`config.mk`:
```
export PLATFORM = sky130hd
export DESIGN_NAME = btn_cmd_scheduler_flat
export DESIGN_NICKNAME = d
export VERILOG_FILES = /design/src/rtl/btn_pkg.sv /design/src/rtl/btn_cmd_scheduler_if.sv /design/src/rtl/debounce_channel.sv /design/src/rtl/btn_cmd_scheduler.sv /design/src/flat_wrapper.sv
export SDC_FILE = /design/constraint.sdc
export NUM_CORES = 1
export LEC_CHECK = 0
export BUFFER_PORTS_ARGS = -buffer_cell sky130_fd_sc_hd__buf_2
export CAP_MARGIN = 0
export CORE_MARGIN = 2
export CORE_UTILIZATION = 60
export DETAILED_ROUTE_END_ITERATION = 10
export GPL_TIMING_DRIVEN = 1
export PLACE_DENSITY = 0.79
export SETUP_SLACK_MARGIN = 0.02
export SLEW_MARGIN = 25
export SYNTH_ARGS = -nofsm -noshare
export SYNTH_HDL_FRONTEND = slang
export SYNTH_SLANG_ARGS = --single-unit
```
`constraint.sdc`:
```
create_clock -name clk -period 3.8 [get_ports clk]
set_clock_uncertainty 0.1 [all_clocks]
set_input_delay 0.76 -clock clk [delete_from_list [all_inputs] [get_ports clk]]
set_output_delay 0.76 -clock clk [all_outputs]
set_load 0.02 [all_outputs]
```
`src/rtl/btn_pkg.sv`:
```
// rtl/btn_pkg.sv - shared constants, arbiter state encoding and width helper
//
// Purpose: common definitions for the operator-button command scheduler.
// Ports:   none (package).

package btn_pkg;

  localparam int DEFAULT_N_BTN        = 4;
  localparam int DEFAULT_DIV          = 250000;
  localparam int DEFAULT_STABLE_TICKS = 4;

  typedef enum logic {
    IDLE  = 1'b0,
    OFFER = 1'b1
  } arb_state_t;

  // Ceiling log2, never less than 1 so it can size any vector.
  function automatic int clog2(input int n);
    int r;
    r = 0;
    for (int v = n - 1; v > 0; v = v >> 1) begin
      r++;
    end
    if (r < 1) begin
      r = 1;
    end
    return r;
  endfunction

endpackage

```
`src/rtl/btn_cmd_scheduler_if.sv`:
```
// rtl/btn_cmd_scheduler_if.sv - valid/ready command stream to the conveyor FSM
//
// Purpose: carries the serialised button commands.
// Signals:
//   cmd_valid  producer -> consumer  a command is offered
//   cmd_id     producer -> consumer  index of the offered button
//   cmd_ready  consumer -> producer  consumer accepts the current command

interface btn_cmd_scheduler_if
  import btn_pkg::*;
#(
  parameter int N_BTN = DEFAULT_N_BTN
) ();

  localparam int ID_W = clog2(N_BTN);

  logic            cmd_valid;
  logic            cmd_ready;
  logic [ID_W-1:0] cmd_id;

  modport master (output cmd_valid, output cmd_id, input cmd_ready);
  modport slave  (input cmd_valid, input cmd_id, output cmd_ready);

endinterface

```
`src/rtl/debounce_channel.sv`:
```
// rtl/debounce_channel.sv - one button: synchroniser, debouncer, press-edge detector
//
// Purpose: debounces one raw button on the shared sample tick and flags presses.
// Ports:
//   clk      in   system clock
//   reset    in   synchronous active-high reset
//   tick     in   shared sample strobe
//   btn_raw  in   asynchronous raw level, 1 = pressed
//   level    out  debounced level
//   press    out  one-cycle pulse, the cycle after level rises

module debounce_channel
  import btn_pkg::*;
#(
  parameter int STABLE_TICKS = DEFAULT_STABLE_TICKS
) (
  input  logic clk,
  input  logic reset,
  input  logic tick,
  input  logic btn_raw,
  output logic level,
  output logic press
);

  localparam int CNT_W = clog2(STABLE_TICKS + 1);

  logic             sync_meta;
  logic             sync_s;
  logic             level_d;
  logic [CNT_W-1:0] cnt;

  always_ff @(posedge clk) begin
    if (reset) begin
      sync_meta <= 1'b0;
      sync_s    <= 1'b0;
      level     <= 1'b0;
      level_d   <= 1'b0;
      press     <= 1'b0;
      cnt       <= '0;
    end else begin
      sync_meta <= btn_raw;
      sync_s    <= sync_meta;
      level_d   <= level;
      press     <= level & ~level_d;
      // Any tick that agrees with the current level restarts the run, so
      // only an uninterrupted run of differing samples flips the level.
      if (tick) begin
        if (sync_s == level) begin
          cnt <= '0;
        end else if (cnt == CNT_W'(STABLE_TICKS - 1)) begin
          level <= sync_s;
          cnt   <= '0;
        end else begin
          cnt <= cnt + CNT_W'(1);
        end
      end
    end
  end

endmodule

```
`src/rtl/btn_cmd_scheduler.sv`:
```
// rtl/btn_cmd_scheduler.sv - debounced operator buttons to prioritised command stream
//
// Purpose: sample-tick divider, N debounce channels, pending-press register and
//          fixed-priority arbiter (index 0 highest) driving a valid/ready stream.
// Ports:
//   clk        in   system clock
//   reset      in   synchronous active-high reset
//   btn_raw    in   raw button levels
//   tick       out  one-cycle sample strobe every DIV cycles
//   btn_level  out  debounced levels
//   overflow   out  pulse: a press merged into an already-pending request
//   cmd        master side of btn_cmd_scheduler_if (cmd_valid, cmd_id, cmd_ready)

module btn_cmd_scheduler
  import btn_pkg::*;
#(
  parameter int N_BTN        = DEFAULT_N_BTN,
  parameter int DIV          = DEFAULT_DIV,
  parameter int STABLE_TICKS = DEFAULT_STABLE_TICKS
) (
  input  logic                  clk,
  input  logic                  reset,
  input  logic [N_BTN-1:0]      btn_raw,
  output logic                  tick,
  output logic [N_BTN-1:0]      btn_level,
  output logic                  overflow,
  btn_cmd_scheduler_if.master   cmd
);

  localparam int ID_W  = clog2(N_BTN);
  localparam int DIV_W = clog2(DIV);

  logic [DIV_W-1:0] div_cnt;
  logic [N_BTN-1:0] press;
  logic [N_BTN-1:0] pend;
  logic [N_BTN-1:0] clr;
  logic [ID_W-1:0]  id_q;
  logic [ID_W-1:0]  lowest_idx;
  logic             load_id;
  logic             accept;
  arb_state_t       state, state_next;

  // Sample-tick divider.
  assign tick = (div_cnt == DIV_W'(DIV - 1));

  always_ff @(posedge clk) begin
    if (reset) begin
      div_cnt <= '0;
    end else if (tick) begin
      div_cnt <= '0;
    end else begin
      div_cnt <= div_cnt + DIV_W'(1);
    end
  end

  for (genvar g = 0; g < N_BTN; g++) begin : g_ch
    debounce_channel #(
      .STABLE_TICKS(STABLE_TICKS)
    ) u_ch (
      .clk    (clk),
      .reset  (reset),
      .tick   (tick),
      .btn_raw(btn_raw[g]),
      .level  (btn_level[g]),
      .press  (press[g])
    );
  end

  // Arbiter next state and handshake decode.
  always_comb begin
    state_next = state;
    load_id    = 1'b0;
    accept     = 1'b0;
    lowest_idx = '0;
    clr        = '0;

    // Scan downwards so the lowest set index is the one left standing.
    for (int i = N_BTN - 1; i >= 0; i--) begin
      if (pend[i]) begin
        lowest_idx = ID_W'(i);
      end
    end

    case (state)
      IDLE: begin
        if (pend != '0) begin
          load_id    = 1'b1;
          state_next = OFFER;
        end
      end
      OFFER: begin
        if (cmd.cmd_ready) begin
          accept     = 1'b1;
          state_next = IDLE;
        end
      end
      default: state_next = IDLE;
    endcase

    for (int i = 0; i < N_BTN; i++) begin
      clr[i] = accept && (id_q == ID_W'(i));
    end
  end

  always_ff @(posedge clk) begin
    if (reset) begin
      state <= IDLE;
    end else begin
      state <= state_next;
    end
  end

  // Offered id is frozen for the whole OFFER state; later, higher-priority
  // presses wait for the next round.
  always_ff @(posedge clk) begin
    if (reset) begin
      id_q     <= '0;
      pend     <= '0;
      overflow <= 1'b0;
    end else begin
      if (load_id) begin
        id_q <= lowest_idx;
      end
      // Set dominates clear so a press landing on its own handshake survives.
      pend     <= (pend & ~clr) | press;
      overflow <= |(press & pend & ~clr);
    end
  end

  assign cmd.cmd_valid = (state == OFFER);
  assign cmd.cmd_id    = id_q;

endmodule

```
`src/flat_wrapper.sv`:
```
// flat-port wrapper written by rule: the top's interface ports become plain ports
module btn_cmd_scheduler_flat import btn_pkg::*;
#(
  parameter int N_BTN        = DEFAULT_N_BTN,
  parameter int DIV          = DEFAULT_DIV,
  parameter int STABLE_TICKS = DEFAULT_STABLE_TICKS
)
  (clk, reset, btn_raw, tick, btn_level, overflow, cmd_cmd_valid, cmd_cmd_id, cmd_cmd_ready);
  btn_cmd_scheduler_if #(.N_BTN(N_BTN)) cmd_i ();
  input  logic clk;
  input  logic reset;
  input  logic [N_BTN-1:0] btn_raw;
  output logic tick;
  output logic [N_BTN-1:0] btn_level;
  output logic overflow;
  output wire logic [$bits(cmd_i.cmd_valid)-1:0] cmd_cmd_valid;
  output wire logic [$bits(cmd_i.cmd_id)-1:0] cmd_cmd_id;
  input wire logic [$bits(cmd_i.cmd_ready)-1:0] cmd_cmd_ready;
  assign cmd_cmd_valid = cmd_i.cmd_valid;
  assign cmd_cmd_id = cmd_i.cmd_id;
  assign cmd_i.cmd_ready = cmd_cmd_ready;
  btn_cmd_scheduler #(.N_BTN(N_BTN), .DIV(DIV), .STABLE_TICKS(STABLE_TICKS)) u_core (.clk(clk), .reset(reset), .btn_raw(btn_raw), .tick(tick), .btn_level(btn_level), .overflow(overflow), .cmd(cmd_i));
endmodule
```
==> flow_summary_export.csv <==
group,metric,value,unit
floorplan,die_h,69.0,um
sta,setup_viol,0,
sta,maxSlewViolCount,0,
yosys,ys_seq_area_share,45.7,%
cts,cts_max_path_buffers,2,
place,gp_congestion,0.804,
cts,numCtsBuffers,9,
cts,postCtsResizedCells,0,
sta,rsz0062_at_grt,"no",
yosys,syn_inst,266,
setup_path,reg2reg_slack,1.92,ns
sta,holdWs,0.279,ns
floorplan,coreArea,0.00403,mm^2
cts,root_buffer,"clkbuf_8",
cells_and_area,n_antenna_cell,0,
setup_path,worst-endpoint-required,2.94,ns
yosys,ys_warn_count,0,
setup_path,arrival,1.66,ns
worst_hold_path,hp-class,"flip-flop to flip-flop",
cts,insertion_delay,0.34,ns
global_routing,grt_pass1_wl,7330,um
route,drt_iter0_drc,73,
route,met3WireLength,176,um
setup_path,endpoint_kind,"primary output",
floorplan,pin_count,16,
route,vias,1797,
yosys,yosys.area.top_type,"dfxtp_1",
route,ant_nets,0,
cts,cts.sinks,58,
cells_and_area,drive_above_1_share,15.2,%
setup_path,path_class,"flip-flop to primary output",
global_routing,overflow,0,
cts,clkSlewWorstSetupHoldPaths,0.06,ns
setup_path,reg2reg_from,"u_core.div_cnt[5]",
setup_path,crit_start,"u_core.div_cnt[0]",
sta,finalHoldViolations,0,
floorplan,die-area,0.00477,mm^2
route,dr_wl_met2,1850,um
yosys,synth_ff_type,"dfxtp_1",
setup_path,r2r_end,"u_core.g_ch[1].u_ch.cnt[0]",
sta,tns,0,ns
sta,fin_crit_sh,66.3,%
route,highest_layer,"met4",
route,drt-met1-wl,2070,um
setup_path,worstRegToRegCells,4,
setup_path,crit_end,"tick",
route,drc,0,
cts,cts_setup_buffers,0,
sta,tightest_slew,0.724,ns
route,drtPass1Iterations,4,
yosys,async_reset_ff_share,0,%
setup_path,cp-start-kind,"flip-flop",
yosys,synth-edff-count,0,
global_routing,first_global_vias,1631,
setup_path,cp_max_fo,19,
pwr,ir_worst_vdd,0.262,mV
sta,relSlewSlack,51.7,%
cells_and_area,fillers,327,
pwr,p_leak,1.08,nW
floorplan,start_util,63.0,%
cts,holdBufCountCts,0,
flow_run,cap_viol_max_count,0,
route,via_per_inst,5.40,
global_routing,antenna_found_initial,0,
sta,fin_crit,2.52,ns
global_routing,grt_use_total,19.5,%
yosys,syn_nets,278,
floorplan,die_x,69.0,um
yosys,synth_area,0.00254,mm^2
route,drt-total-wl,4190,um
place,dp_hpwl,2800,um
cts,htreeDepth,3,
route,wl_per_cell,12.6,um
sta,fmax,0.397,GHz
cells_and_area,synthToLayoutAreaGrowth,9.27,%
cells_and_area,nets,291,
yosys,synth_seq_cells,58,
place,io_buffer_count,15,
yosys,synth.avg_cell_area,9.54,um^2
yosys,yosys.area.top_type_share,45.7,%
yosys,synthTopCellsByArea,"dfxtp_1 46%, nor2_1 6.1%, xnor2_1 5.9%",
yosys,yosysUniqueCellTypes,38,
cts,cts_tree,"built",
pwr,p_total,1.13,mW
worst_hold_path,worstHoldStart,"u_core.g_ch[2].u_ch.level_d",
floorplan,num_rows,23,
global_routing,grt_max_degree,47,
pwr,power.density,409,mW/mm^2
status,status,"finished clean",
cells in the final DEF, fill, tap and decap left out, types with 7 or more instances in the layout:
| cell | count |
|---|---|
| mux2i_1 | 11 |
| nand2_1 | 10 |
| nand3_1 | 8 |
| buf_2 | 15 |
| a21oi_1 | 8 |
| nor2b_1 | 18 |
| nand2b_1 | 13 |
| nor3_1 | 10 |
| clkbuf_8 | 11 |
| nand4_1 | 7 |
| dfxtp_1 | 58 |
| xnor2_1 | 17 |
| nor2_1 | 41 |
worst max-delay path: stages (launching register included):
cell and delay, ns:
dfxtp_1 0.37, ha_1 0.27, nand4_4 0.33, nor2_1 0.18, buf_2 0.18
cell usage after synthesis, types with 2 or more instances:
| library cell | number |
|---|---|
| dfxtp_1 | 58 |
| nor2_1 | 41 |
| nor2b_1 | 18 |
| xnor2_1 | 17 |
| nand2b_1 | 13 |
| mux2i_1 | 11 |
| nand2_1 | 10 |
| nor3_1 | 10 |
| a21oi_1 | 8 |
| nand3_1 | 8 |
| nand4_1 | 7 |
| clkbuf_1 | 6 |
| inv_1 | 6 |
| nor4_1 | 6 |
| ha_1 | 5 |
| buf_4 | 4 |
| nor4b_1 | 4 |
| o21ai_0 | 4 |
| nand4b_1 | 3 |
| nor3b_1 | 3 |
| or3b_2 | 3 |
| or4b_2 | 3 |
| nand4_4 | 2 |
| xor2_1 | 2 |
where the power goes:
group / internal (mW) / switching (mW)
Clock: 0.265 / 0.223
Sequential: 0.615 / 0.00465
Combinational: 0.0116 / 0.0156
how the worst min path moves through the flow:
stage | cells after the start | to
3_3_place_gp | 1 | u_core.g_ch[3].u_ch.press
3_5_place_dp | 1 | u_core.g_ch[2].u_ch.press
5_1_grt | 1 | u_core.g_ch[1].u_ch.press
6_report | 1 | u_core.g_ch[2].u_ch.press
4_1_cts | 1 | u_core.g_ch[0].u_ch.press
2_1_floorplan | 1 | u_core.g_ch[0].u_ch.press
cell families (layout without fill, tap and decap cells):
| family | after synthesis | in the layout | synth area share (%) |
|---|---|---|---|
| simple gates | 136 | 136 | 32.2 |
| flops | 58 | 58 | 45.7 |
| xor+xnor | 19 | 19 | 6.55 |
| buf+inv | 19 | 36 | 3.75 |
| compound gates | 17 | 17 | 4.39 |
| mux | 12 | 12 | 4.93 |
| fa+ha+maj | 5 | 5 | 2.46 |
sequential cells by signal, summed over array words and instances, names as in the netlist:
signal                      flops
u_core.g_ch.u_ch.level_d        4
u_core.g_ch.u_ch.level          4
u_core.div_cnt                 18
u_core.g_ch.u_ch.sync_meta      4
u_core.g_ch.u_ch.cnt           12
u_core.cmd.cmd_valid            1
u_core.g_ch.u_ch.press          4
u_core.pend                     4
u_core.overflow                 1
u_core.cmd.cmd_id               2
u_core.g_ch.u_ch.sync_s         4
metal layers:
layer / vias up / GRT usage (%)
li1: 935 / -
met1: 824 / 25.3
met2: 28 / 27.5
met3: 10 / 7.46
met4: 0 / 11.5
met5: - / 0
stage by stage:
stage | cell area (um^2) | cells | utilization [%] | setup slack [ns]
3_5_place_dp | 2600 | 318 | 64.6 | 1.62
5_1_grt | 2770 | 333 | 68.9 | 1.12
3_3_place_gp | 2600 | 318 | 64.6 | 1.65
6_report | 2770 | 333 | 68.9 | 1.28
2_1_floorplan | 2540 | 266 | - | 1.57
4_1_cts | 2770 | 333 | 68.9 | 1.25
area by class of cell:
type                    count  area [um^2]  share of cell area (%)
clock buffers              12          155                    5.59
clock inverters             3         15.0                   0.541
inverters                   6         22.5                   0.812
multi-input cells         189         1280                    46.2
flip-flops and latches     58         1160                    41.9
well taps                  50         62.6                    2.26
repair buffers             15         75.1                    2.71
No activity file was read; power rests on OpenSTA's default activity.
